$ cat src/rtl/ex_mem_pipe_reg.sv
// EX/MEM pipeline register.
// Captures execute-stage results and drives the MEM stage and the forwarding network.
// Branches resolve here: a taken branch in MEM redirects fetch and squashes the
// younger instruction leaving EX. Saturating counters track taken branches and bubbles.
module ex_mem_pipe_reg #(
    parameter int DATA_W = 32,
    parameter int REG_W  = 5,
    parameter int CNT_W  = 16
) (
    input  logic              Clk,
    input  logic              Rst,
    input  logic              Stall,
    input  logic              Flush,
    input  logic              Valid_in,
    input  logic              RegWrite_in,
    input  logic              MemtoReg_in,
    input  logic              Branch_in,
    input  logic              MemRead_in,
    input  logic              MemWrite_in,
    input  logic [DATA_W-1:0] ALUAddResult_in,
    input  logic              Zero_in,
    input  logic [DATA_W-1:0] ALUResult_in,
    input  logic [DATA_W-1:0] ReadData2_in,
    input  logic [REG_W-1:0]  WriteReg_in,
    output logic              Valid_out,
    output logic              RegWrite_out,
    output logic              MemtoReg_out,
    output logic              MemRead_out,
    output logic              MemWrite_out,
    output logic [DATA_W-1:0] ALUResult_out,
    output logic [DATA_W-1:0] ReadData2_out,
    output logic [REG_W-1:0]  WriteReg_out,
    output logic              PCSrc_out,
    output logic [DATA_W-1:0] BranchTarget_out,
    output logic              FlushFront_out,
    output logic              Fwd_RegWrite,
    output logic [REG_W-1:0]  Fwd_WriteReg,
    output logic [DATA_W-1:0] Fwd_Data,
    output logic [CNT_W-1:0]  TakenCount,
    output logic [CNT_W-1:0]  BubbleCount
);

    logic              valid_reg, regwrite_reg, memtoreg_reg, memread_reg, memwrite_reg;
    logic              branch_reg, zero_reg;
    logic [DATA_W-1:0] alu_reg, rd2_reg, target_reg;
    logic [REG_W-1:0]  wreg_reg;

    logic              valid_next, regwrite_next, memtoreg_next, memread_next, memwrite_next;
    logic              branch_next, zero_next;
    logic [DATA_W-1:0] alu_next, rd2_next, target_next;
    logic [REG_W-1:0]  wreg_next;

    logic              taken;
    logic              pcsrc;
    logic              load_bubble;
    logic [1:0]        cnt_inc;
    logic [CNT_W-1:0]  cnt_reg [2];

    // A taken branch only redirects when the stage is actually advancing, so a
    // stalled branch waits and fires exactly once when the stall lifts.
    assign taken       = valid_reg & branch_reg & zero_reg;
    assign pcsrc       = taken & ~Stall & ~Flush;
    // Flush wins over stall; the redirect squashes the wrong-path instruction in EX.
    assign load_bubble = Flush | pcsrc;

    // Counter 0 counts redirects, counter 1 counts every bubble entering the stage
    // (flush, self-squash, or an empty slot captured from EX).
    assign cnt_inc[0] = pcsrc;
    assign cnt_inc[1] = Flush | (~Stall & (pcsrc | ~Valid_in));

    // Next-state selection: bubble, hold, or capture with control gated by Valid_in.
    always_comb begin
        valid_next    = valid_reg;
        regwrite_next = regwrite_reg;
        memtoreg_next = memtoreg_reg;
        memread_next  = memread_reg;
        memwrite_next = memwrite_reg;
        branch_next   = branch_reg;
        zero_next     = zero_reg;
        alu_next      = alu_reg;
        rd2_next      = rd2_reg;
        target_next   = target_reg;
        wreg_next     = wreg_reg;
        if (load_bubble) begin
            valid_next    = 1'b0;
            regwrite_next = 1'b0;
            memtoreg_next = 1'b0;
            memread_next  = 1'b0;
            memwrite_next = 1'b0;
            branch_next   = 1'b0;
            zero_next     = 1'b0;
            alu_next      = '0;
            rd2_next      = '0;
            target_next   = '0;
            wreg_next     = '0;
        end else if (!Stall) begin
            valid_next    = Valid_in;
            regwrite_next = RegWrite_in & Valid_in;
            memtoreg_next = MemtoReg_in & Valid_in;
            memread_next  = MemRead_in  & Valid_in;
            memwrite_next = MemWrite_in & Valid_in;
            branch_next   = Branch_in   & Valid_in;
            zero_next     = Zero_in;
            alu_next      = ALUResult_in;
            rd2_next      = ReadData2_in;
            target_next   = ALUAddResult_in;
            wreg_next     = WriteReg_in;
        end
    end

    // Pipeline state register with asynchronous clear.
    always_ff @(posedge Clk or posedge Rst) begin
        if (Rst) begin
            valid_reg    <= 1'b0;
            regwrite_reg <= 1'b0;
            memtoreg_reg <= 1'b0;
            memread_reg  <= 1'b0;
            memwrite_reg <= 1'b0;
            branch_reg   <= 1'b0;
            zero_reg     <= 1'b0;
            alu_reg      <= '0;
            rd2_reg      <= '0;
            target_reg   <= '0;
            wreg_reg     <= '0;
        end else begin
            valid_reg    <= valid_next;
            regwrite_reg <= regwrite_next;
            memtoreg_reg <= memtoreg_next;
            memread_reg  <= memread_next;
            memwrite_reg <= memwrite_next;
            branch_reg   <= branch_next;
            zero_reg     <= zero_next;
            alu_reg      <= alu_next;
            rd2_reg      <= rd2_next;
            target_reg   <= target_next;
            wreg_reg     <= wreg_next;
        end
    end

    generate
        for (genvar gi = 0; gi < 2; gi++) begin : g_cnt
            // Saturating event counter; sticks at all-ones instead of wrapping.
            always_ff @(posedge Clk or posedge Rst) begin
                if (Rst) begin
                    cnt_reg[gi] <= '0;
                end else if (cnt_inc[gi] && (cnt_reg[gi] != {CNT_W{1'b1}})) begin
                    cnt_reg[gi] <= cnt_reg[gi] + 1'b1;
                end
            end
        end
    endgenerate

    assign Valid_out        = valid_reg;
    assign RegWrite_out     = regwrite_reg;
    assign MemtoReg_out     = memtoreg_reg;
    assign MemRead_out      = memread_reg;
    assign MemWrite_out     = memwrite_reg;
    assign ALUResult_out    = alu_reg;
    assign ReadData2_out    = rd2_reg;
    assign WriteReg_out     = wreg_reg;
    assign PCSrc_out        = pcsrc;
    assign FlushFront_out   = pcsrc;
    assign BranchTarget_out = target_reg;
    // Writes to register 0 are never forwarded.
    assign Fwd_RegWrite     = valid_reg & regwrite_reg & (wreg_reg != '0);
    assign Fwd_WriteReg     = wreg_reg;
    assign Fwd_Data         = alu_reg;
    assign TakenCount       = cnt_reg[0];
    assign BubbleCount      = cnt_reg[1];

endmodule

$ cat config.mk
export PLATFORM = sky130hd
export DESIGN_NAME = ex_mem_pipe_reg
export DESIGN_NICKNAME = d
export VERILOG_FILES = /design/src/rtl/ex_mem_pipe_reg.sv
export SDC_FILE = /design/constraint.sdc
export NUM_CORES = 1
export LEC_CHECK = 0
export CAP_MARGIN = 25
export CORE_MARGIN = 5
export CORE_UTILIZATION = 43
export CTS_CLUSTER_DIAMETER = 80
export DETAILED_ROUTE_END_ITERATION = 7
export GPL_ROUTABILITY_DRIVEN = 1
export PLACE_DENSITY = 0.86
export REMOVE_ABC_BUFFERS = 1
export SETUP_SLACK_MARGIN = 0.5
export SLEW_MARGIN = 25
export SYNTH_ARGS = -nofsm -noshare
export SYNTH_HDL_FRONTEND = slang
export SYNTH_SLANG_ARGS = --single-unit
$ cat constraint.sdc
create_clock -name Clk -period 12 [get_ports Clk]
set_clock_uncertainty 0.1 [all_clocks]
set_input_delay 1.8 -clock Clk [delete_from_list [all_inputs] [get_ports Clk]]
set_output_delay 1.8 -clock Clk [all_outputs]
set_load 0.01 [all_outputs]
==> results of run 1 <==
stage by stage:
step / power [mW] / area, sq um / utilization [%]
after floorplan: 0.622 / 5290 / -
after CTS: 1.29 / 9040 / 68.8
after global placement: 0.759 / 8450 / 64.3
after global routing: 1.33 / 9070 / 69.0
after detailed placement: 0.766 / 8450 / 64.3
final: 1.28 / 9070 / 69.0
layout make-up:
class,instances,area [sq um],share of cell area [%]
flip-flops and latches,140,3500,38.6
repair buffers,294,2950,32.6
multi-input cells,222,1780,19.7
clock buffers,22,474,5.23
well taps,176,220,2.43
clock inverters,10,115,1.27
inverters,4,20.0,0.221
worst reg2reg max path: cells and delay by family (launching register included):
family | cells | cell delay, ns
buffers and inverters | 2 | 1.10
DFF | 1 | 0.44
AOI/OAI and AO/OA | 1 | 0.27
and+or+nand+nor | 2 | 0.38
how the worst min path moves through the flow:
stage	to	slack, ns	cells past startpoint
5_1_grt	ReadData2_out[29]	0.42	1
3_5_place_dp	BranchTarget_out[0]	0.39	1
3_3_place_gp	BubbleCount[10]	0.37	1
4_1_cts	BubbleCount[10]	0.40	1
6_report	BubbleCount[10]	0.40	1
2_1_floorplan	branch_reg	0.38	1
power groups by stage:
stage	clock network [mW]	registers [mW]	logic, mW
final	0.517	0.539	0.220
after global routing	0.549	0.545	0.236
after CTS	0.526	0.539	0.222
after detailed placement	0	0.546	0.220
after global placement	0	0.544	0.215
after floorplan	0	0.560	0.0620
Yosys cell counts, drive strengths merged, types with 2 or more instances:
| cell | n |
|---|---|
| ha | 2 |
| mux2 | 3 |
| clkbuf | 14 |
| and4b | 3 |
| buf | 52 |
| and4 | 4 |
| and3 | 4 |
| dfrtp | 140 |
| nand2 | 8 |
| xnor2 | 10 |
| and2 | 4 |
| or3 | 2 |
| nor4 | 9 |
| nor3 | 8 |
| nand4 | 9 |
| xor2 | 18 |
| nor2 | 7 |
| a22o | 107 |
| nand3 | 10 |
| inv | 4 |
| nor3b | 2 |
placed cells by master, fill, tap and decap left out, types with 4 or more instances in the layout:
cell	n
nand4_1	6
and3_1	4
nand3_1	10
a22o_1	107
dfrtp_1	140
nor2_1	7
and4_1	4
clkdlybuf4s50_1	289
xor2_1	18
xnor2_1	10
nor4_1	8
nor3_1	7
clkbuf_16	17
nand2_1	8
metal layers:
layer / vias up / wire, um / GRT usage [%]
met2: 199 / 8820 / 36.1
met3: 27 / 1320 / 7.80
met4: 0 / 436 / 8.67
li1: 2059 / - / -
met1: 2252 / 6610 / 25.6
met5: - / 0 / 0
cells by family (layout without fill, tap and decap cells):
| family | after synthesis | in the layout | share of synthesized area, % |
|---|---|---|---|
| XOR/XNOR | 28 | 28 | 4.30 |
| flip-flops | 140 | 140 | 61.5 |
| AND/OR/NAND/NOR | 73 | 73 | 8.17 |
| buffers and inverters | 70 | 330 | 7.42 |
| multiplexers | 3 | 3 | 0.593 |
| adder cells (fa/ha/maj) | 2 | 2 | 0.439 |
| AO/OA/AOI/OAI | 116 | 116 | 17.6 |
==> flow_summary_export.csv, run 1 <==
group,metric,value,unit
timing,min_period,5.16,ns
cts,post_cts_resize_count,0,
pwr,pwr-share-comb,17.2,%
pwr,p_clk_share,40.5,%
setup_path,startpoint_type,"input pin",
logic_synthesis,synth.yosys.seq_area_share,61.5,%
global_routing,grt_max_degree,109,
logic_synthesis,syn_inst,432,
timing,rsz0062_at_grt,"false",
setup_path,reg2reg_to,"ReadData2_out[8]",
die,fp.dieH,125,um
die,core,13100,sq um
routing,wl,17200,um
final_layout,nFillCells,899,
worst_hold_path,hp-class,"reg2reg",
pwr,switching_power,0.319,mW
pwr,power-per-cell-area,141,nW/um^2
cts,clkLatencyLatePin,0.41,ns
setup_path,cp.required,10.10,ns
final_layout,final_layout_size_suffix_gt1_share,6.36,%
logic_synthesis,synth_edf_count,0,
logic_synthesis,synth.top_cells.by_area,"dfrtp_1 61%, a22o_1 16%, buf_4 5.0%, xor2_1 2.8%, xnor2_1 1.5%",
global_routing,antenna_found_initial,0,
placement,place_congestion,0.786,
die,num_io_pins,290,
placement,place_inst,835,
final_layout,synthToLayoutAreaGrowth,59.2,%
logic_synthesis,synth_warnings,0,
logic_synthesis,syn-mean-instance-area,13.2,sq um
setup_path,path_depth,5,
setup_path,worstSetupEndpointType,"output port",
routing,wire_per_inst,19.8,um
setup_path,cp_cell_sequence,"clkdlybuf4s50_1 -> nor2_1 -> nand2_1 -> inv_1 -> clkdlybuf4s50_1",
worst_hold_path,hold_start,"BubbleCount[10]",
outcome,status,"complete, no violations",
setup_path,arrival,3.26,ns
timing,fin_tns_setup,0,ns
cts,cts_buffers,17,
timing,setup_ws,6.84,ns
routing,first_pass_iters,4,
die,start_util,43.4,%
cts,htreeDepth,4,
die,rows,42,
pwr,switching_share,25.0,%
routing,vias_per_cell,5.23,
routing,drt_iter0_drc,386,
logic_synthesis,syn-cell-area,5700,sq um
logic_synthesis,synth_top_flop_cell,"dfrtp_1",
setup_path,crit_path_max_incr_delay,0.53,ns
timing,hold_viol_final,0,
setup_path,worst-r2r-setup-slack,9.65,ns
global_routing,grt_pass1_vias,4816,
setup_path,crit_type,"in2out",
placement,pre_cts_slack,6.85,ns
setup_path,cp-endpoint,"FlushFront_out",
logic_synthesis,synth_cell_types,39,
pwr,irDropWorstVdd,0.0838,mV
cts,hold_buffers,0,
cts,postCtsSetupBuffers,0,
timing,drv_slew,0,
routing,drtAntennaViolNets,0,
timing,relSlewSlack,42.6,%
placement,io_buffers,289,
logic_synthesis,netlist.area_leader.share,61.5,%
pwr,internal-power,0.958,mW
pwr,seq_power_share,42.2,%
die,die_area,15700,sq um
cts,cts-root-buf,"clkbuf_16",
setup_path,worst-path-max-fanout,5,
cts,cts_tree,"yes",
timing,period_share,43.0,%
setup_path,crit_path_frequent_cell,"clkdlybuf4s50_1",
pwr,leakage,4.09,nW
logic_synthesis,ys_seq_elements,140,
final_layout,antenna_cells,0,
final_layout,fin_cells,868,
cts,cts_buffer_depth,2,
logic_synthesis,ys_async_sr_fraction,100,%
final_layout,layout.nets,793,
cts,cts.sinks,140,
placement,hpwl,12300,um
timing,fmax,194,MHz
global_routing,track_usage,21.6,%
timing,whs,0.403,ns
logic_synthesis,synth_top_cell_by_area,"dfrtp_1",
setup_path,startpoint,"Stall",
global_routing,grt_pass1_wl,26800,um
routing,num_vias,4537,
routing,drc,0,
setup_path,crit-reg2reg-launch,"Valid_out",
timing,worst_pin_slew,0.861,ns
setup_path,cp_top_family,"buffers and inverters",
setup_path,worstRegToRegCells,5,
die,dieWidth,125,um
cts,clkTransAtPathRegs,0.06,ns
setup_path,slowest_stage,"clkdlybuf4s50_1",
global_routing,grt-ovfl-total,0,
timing,setup_viol,0,
setup_path,path_buf_inv,3,
flow_run,maxCapViolations,0,
No activity file was read; power rests on OpenSTA's default activity.
==> run 2, diff against run 1 <==
- CORE_UTILIZATION: 43 -> 40
- PLACE_DENSITY: 0.86 -> 0.8
- clock period: 12 -> 5.41 ns (I/O delays scaled with it)
==> run 2 against run 1 <==
  * Global-route usage is 1.1 points lower
  * Critical path depth stayed put
  * Via count is 1.5% lower
  * First-iteration DRC count is 33% lower
  * Cell area is 0.66% lower
  * Sequential power is 120% higher
  * Non-clock buffer count is 1 lower
==> flow_summary_export.csv, run 2 (synthesized netlist as in run 1, its figures left out) <==
group,metric,value,unit
outcome,status,"complete, no violations",
die,core,13900,sq um
setup_path,slowest_stage,"clkdlybuf4s50_1",
final_layout,seq_area,3500,sq um
placement,place_congestion,0.823,
global_routing,grt_max_degree,104,
global_routing,met2_usage,34.6,%
cts,post_cts_resize_count,0,
placement,io_buffers,289,
final_layout,final_area,9010,sq um
routing,drt_iter0_drc,258,
final_layout,multi_input_area,1780,sq um
cts,cts_tree,"yes",
routing,drc,0,
setup_path,cp.required,4.50,ns
cts,cts_buffers,17,
timing,drv_slew,0,
setup_path,crit_path_max_incr_delay,0.53,ns
setup_path,crit_type,"in2out",
cts,clkLatencyLatePin,0.41,ns
global_routing,grt_pass1_wl,26700,um
routing,wire_per_inst,19.5,um
final_layout,layout_common_cells,"289 x clkdlybuf4s50_1, 140 x dfrtp_1, 107 x a22o_1",
die,die_area,16700,sq um
timing,period_share,59.2,%
final_layout,final_layout_size_suffix_gt1_share,6.10,%
pwr,irDropWorstVdd,0.186,mV
die,dieWidth,129,um
pwr,power-per-cell-area,307,nW/um^2
setup_path,worst-path-max-fanout,4,
timing,setup_viol,0,
final_layout,nFillCells,1037,
cts,cts.sinks,140,
setup_path,startpoint,"Flush",
timing,worst_pin_slew,0.884,ns
setup_path,arrival,2.29,ns
cts,hold_buffers,0,
setup_path,reg2reg_to,"RegWrite_out",
worst_hold_path,min_delay_path_depth,1,
pwr,leakage,4.08,nW
setup_path,startpoint_type,"input pin",
die,rows,43,
cts,htreeDepth,4,
placement,place_inst,839,
final_layout,antenna_cells,0,
setup_path,cp-endpoint,"PCSrc_out",
final_layout,final_common_cell,"clkdlybuf4s50_1",
die,fp.dieH,129,um
global_routing,track_usage,20.5,%
timing,relSlewSlack,41.1,%
flow_run,maxCapViolations,0,
setup_path,worst-r2r-setup-slack,3.21,ns
routing,num_vias,4470,
cts,cts-root-buf,"clkbuf_16",
timing,min_period,3.20,ns
global_routing,gr-usage-met1,23.9,%
cts,clkTransAtPathRegs,0.06,ns
setup_path,crit-reg2reg-launch,"Valid_out",
die,num_io_pins,290,
cts,postCtsSetupBuffers,0,
timing,fmax,312,MHz
routing,first_pass_iters,4,
setup_path,crit_path_frequent_cell,"clkdlybuf4s50_1",
routing,vias_per_cell,5.14,
worst_hold_path,hp-class,"reg2reg",
global_routing,grt-ovfl-total,0,
final_layout,synthToLayoutAreaGrowth,58.1,%
timing,rsz0062_at_grt,"false",
setup_path,cp_cell_sequence,"clkdlybuf4s50_1 -> nor2_1 -> nand2_1 -> inv_1 -> clkdlybuf4s50_1",
global_routing,grt-busiest-layer,"met2",
routing,drtAntennaViolNets,0,
setup_path,worstSetupEndpointType,"output port",
final_layout,fin_cells,869,
pwr,finalPower,2.77,mW
global_routing,antenna_found_initial,0,
global_routing,grt_pass1_vias,4937,
timing,hold_viol_final,0,
timing,whs,0.396,ns
final_layout,layout.nets,792,
placement,hpwl,12400,um
die,start_util,40.9,%
setup_path,worstRegToRegCells,5,
cts,cts_buffer_depth,2,
placement,placed_cell_area,8460,sq um
routing,wl,17000,um
global_routing,grt.met3_usage,8.53,%
==> run 2: changes by cell type in the layout (fill, tap and decap cells not counted), sizes merged <==
cell      previous run  this run
clkinvlp             3         1
clkinv               5         6
bufinv               2         1
buf                  5         4
==> run 2: metrics by stage <==
| step | util [%] | setup slack, ns | TNS [ns] |
|---|---|---|---|
| after global routing | 64.7 | 2.11 | 0 |
| after floorplan | - | -1.57 | -145.52 |
| after detailed placement | 60.7 | 2.22 | 0 |
| final | 64.7 | 2.21 | 0 |
| after global placement | 60.7 | 2.24 | 0 |
| after CTS | 64.6 | 2.22 | 0 |
==> run 2: final cells by class <==
class,count,share of cell area (%)
inverter,4,0.222
sequential,140,38.9
timing repair buffer,293,32.5
multi-input combinational,222,19.8
clock buffer,22,5.37
clock inverter,8,0.750
tap,180,2.50
==> run 2: layer usage <==
metal	share of wire (%)	up-vias
met5	0	-
met4	1.5	0
met3	8.9	26
met2	51	191
met1	38	2197
li1	-	2056
==> run 2: report_power, final <==
group | internal [mW] | total [mW] | switching [mW] | leakage [nW]
clock | 0.670 | 1.09 | 0.415 | 0.277
combinational | 0.285 | 0.483 | 0.199 | 1.94
sequential | 1.12 | 1.20 | 0.0738 | 1.86
==> run 2: worst max-delay path, delay by kind of cell <==
| kind | cells | cell delay, ns |
|---|---|---|
| simple gates | 2 | 0.35 |
| buf+inv | 3 | 1.12 |
==> run 2: how the worst min path moves through the flow <==
stage / startpoint / to / slack [ns]
after global placement: BubbleCount[10] / BubbleCount[10] / 0.38
after detailed placement: BranchTarget_out[18] / BranchTarget_out[18] / 0.39
final: BubbleCount[10] / BubbleCount[10] / 0.40
after CTS: BubbleCount[10] / BubbleCount[10] / 0.40
after floorplan: branch_reg / branch_reg / 0.38
after global routing: BranchTarget_out[2] / BranchTarget_out[2] / 0.42
==> run 3, diff against run 2 <==
- clock period: 5.41 -> 3 ns (I/O delays scaled with it)
==> run 3 against run 2 <==
  * Sequential power rose by 80%
  * Die area did not move
  * Combinational power rose by 83%
  * First-iteration DRC count fell by 33%
  * Sequential share of layout area fell by 0.70 points
  * Non-clock buffer count rose by 3
  * Routed wire length rose by 0.91%
  * Cell area rose by 1.8%
  * Largest cell class unchanged
  * Highest routed layer unchanged
==> flow_summary_export.csv, run 3 (synthesized netlist as in run 1, its figures left out) <==
group,metric,value,unit
final_layout,final_layout_size_suffix_gt1_share,6.78,%
routing,drt_iter0_drc,174,
pwr,leakage,4.16,nW
setup_path,arrival,1.85,ns
final_layout,antenna_cells,0,
setup_path,crit-reg2reg-launch,"BubbleCount[0]",
cts,clkTransAtPathRegs,0.06,ns
die,core,13900,sq um
final_layout,layout_common_cells,"286 x clkdlybuf4s50_1, 140 x dfrtp_1, 107 x a22o_1",
flow_run,maxCapViolations,0,
timing,worst_pin_slew,0.526,ns
final_layout,final_area,9180,sq um
timing,fmax,416,MHz
final_layout,final_common_cell,"clkdlybuf4s50_1",
pwr,irDropWorstVdd,0.331,mV
cts,htreeDepth,4,
timing,rsz0062_at_grt,"false",
routing,num_vias,4573,
global_routing,grt_max_degree,73,
placement,placed_cell_area,8520,sq um
cts,postCtsSetupBuffers,0,
final_layout,layout.nets,795,
setup_path,reg2reg_to,"BubbleCount[15]",
global_routing,grt_pass1_vias,4901,
timing,drv_slew,0,
timing,hold_viol_final,0,
global_routing,track_usage,20.2,%
die,fp.dieH,129,um
cts,cts_tree,"yes",
routing,drc,0,
worst_hold_path,hp-class,"in2async",
routing,drtAntennaViolNets,0,
routing,wl,17100,um
setup_path,worst-path-max-fanout,5,
placement,place_inst,842,
setup_path,crit_type,"reg2out",
timing,setup_viol,0,
timing,relSlewSlack,64.4,%
die,num_io_pins,290,
pwr,finalPower,5.38,mW
die,dieWidth,129,um
timing,period_share,80.1,%
cts,clkLatencyLatePin,0.41,ns
placement,io_buffers,289,
routing,first_pass_iters,4,
cts,cts_buffers,17,
final_layout,fin_cells,873,
global_routing,grt_pass1_wl,26300,um
cts,cts.sinks,140,
final_layout,synthToLayoutAreaGrowth,61.0,%
timing,fin_tns_setup,0,ns
die,rows,43,
outcome,status,"complete, no violations",
setup_path,startpoint_type,"flip-flop",
global_routing,grt-ovfl-total,0,
timing,min_period,2.40,ns
setup_path,worst-r2r-setup-slack,0.93,ns
pwr,power-per-cell-area,587,nW/um^2
setup_path,worstSetupEndpointType,"output port",
cts,cts_buffer_depth,2,
setup_path,cp.required,2.45,ns
placement,place_congestion,0.823,
global_routing,antenna_found_initial,0,
routing,vias_per_cell,5.24,
setup_path,worstRegToRegCells,5,
final_layout,nFillCells,989,
die,start_util,40.9,%
routing,wire_per_inst,19.6,um
placement,hpwl,12500,um
die,die_area,16700,sq um
cts,cts-root-buf,"clkbuf_16",
[run 3: worst max path at each step]
stage,to,cells after the start,from
after floorplan,MemRead_out,4,Valid_out
after global placement,FlushFront_out,5,Flush
after detailed placement,FlushFront_out,5,Flush
after CTS,FlushFront_out,4,Valid_out
after global routing,FlushFront_out,4,Valid_out
final,FlushFront_out,4,Valid_out
[run 3: through the flow]
stage	hold slack, ns	utilization (%)	setup slack (ns)
after global routing	0.394	65.9	0.520
after detailed placement	0.391	61.1	0.484
after CTS	0.368	65.8	0.510
after floorplan	0.380	-	-3.68
after global placement	0.378	61.1	0.549
final	0.357	65.9	0.597
[run 3: what timing repair did]
action | 4_1_cts | 5_1_grt
cloned | 0 | 0
setup endpoints to repair | 3 | 2
resized for setup | 2 | 3
pin swaps | 0 | 1
hold buffers | 0 | 0
[run 3: area by class of cell]
cell class	count	area [sq um]	share of cell area (%)
sequential	140	3500	38.2
timing repair buffer	296	2990	32.5
multi-input combinational	222	1790	19.5
clock buffer	19	433	4.72
tap	180	225	2.45
clock inverter	12	220	2.40
inverter	4	20.0	0.218
[run 3: where the power goes]
part / total, mW / leakage [nW] / switching [mW] / internal, mW
clock network: 2.34 / 0.317 / 0.785 / 1.55
registers: 2.16 / 1.86 / 0.137 / 2.02
logic: 0.885 / 1.99 / 0.364 / 0.521
total: 5.38 / 4.16 / 1.29 / 4.10
[run 3: worst max-delay path, cell delays in order (launching register included)]
cell and delay (ns):
dfrtp_1 0.44, and3_2 0.27, nand2_1 0.10, inv_1 0.09
clkdlybuf4s50_1 0.54
[run 3: layer usage]
| metal | vias to the layer above | wire (um) | track usage, % |
|---|---|---|---|
| met3 | 37 | 1290 | 6.55 |
| met5 | - | 0 | 0 |
| met2 | 195 | 8920 | 34.8 |
| met4 | 0 | 325 | 7.35 |
| met1 | 2278 | 6610 | 23.8 |
| li1 | 2063 | - | - |
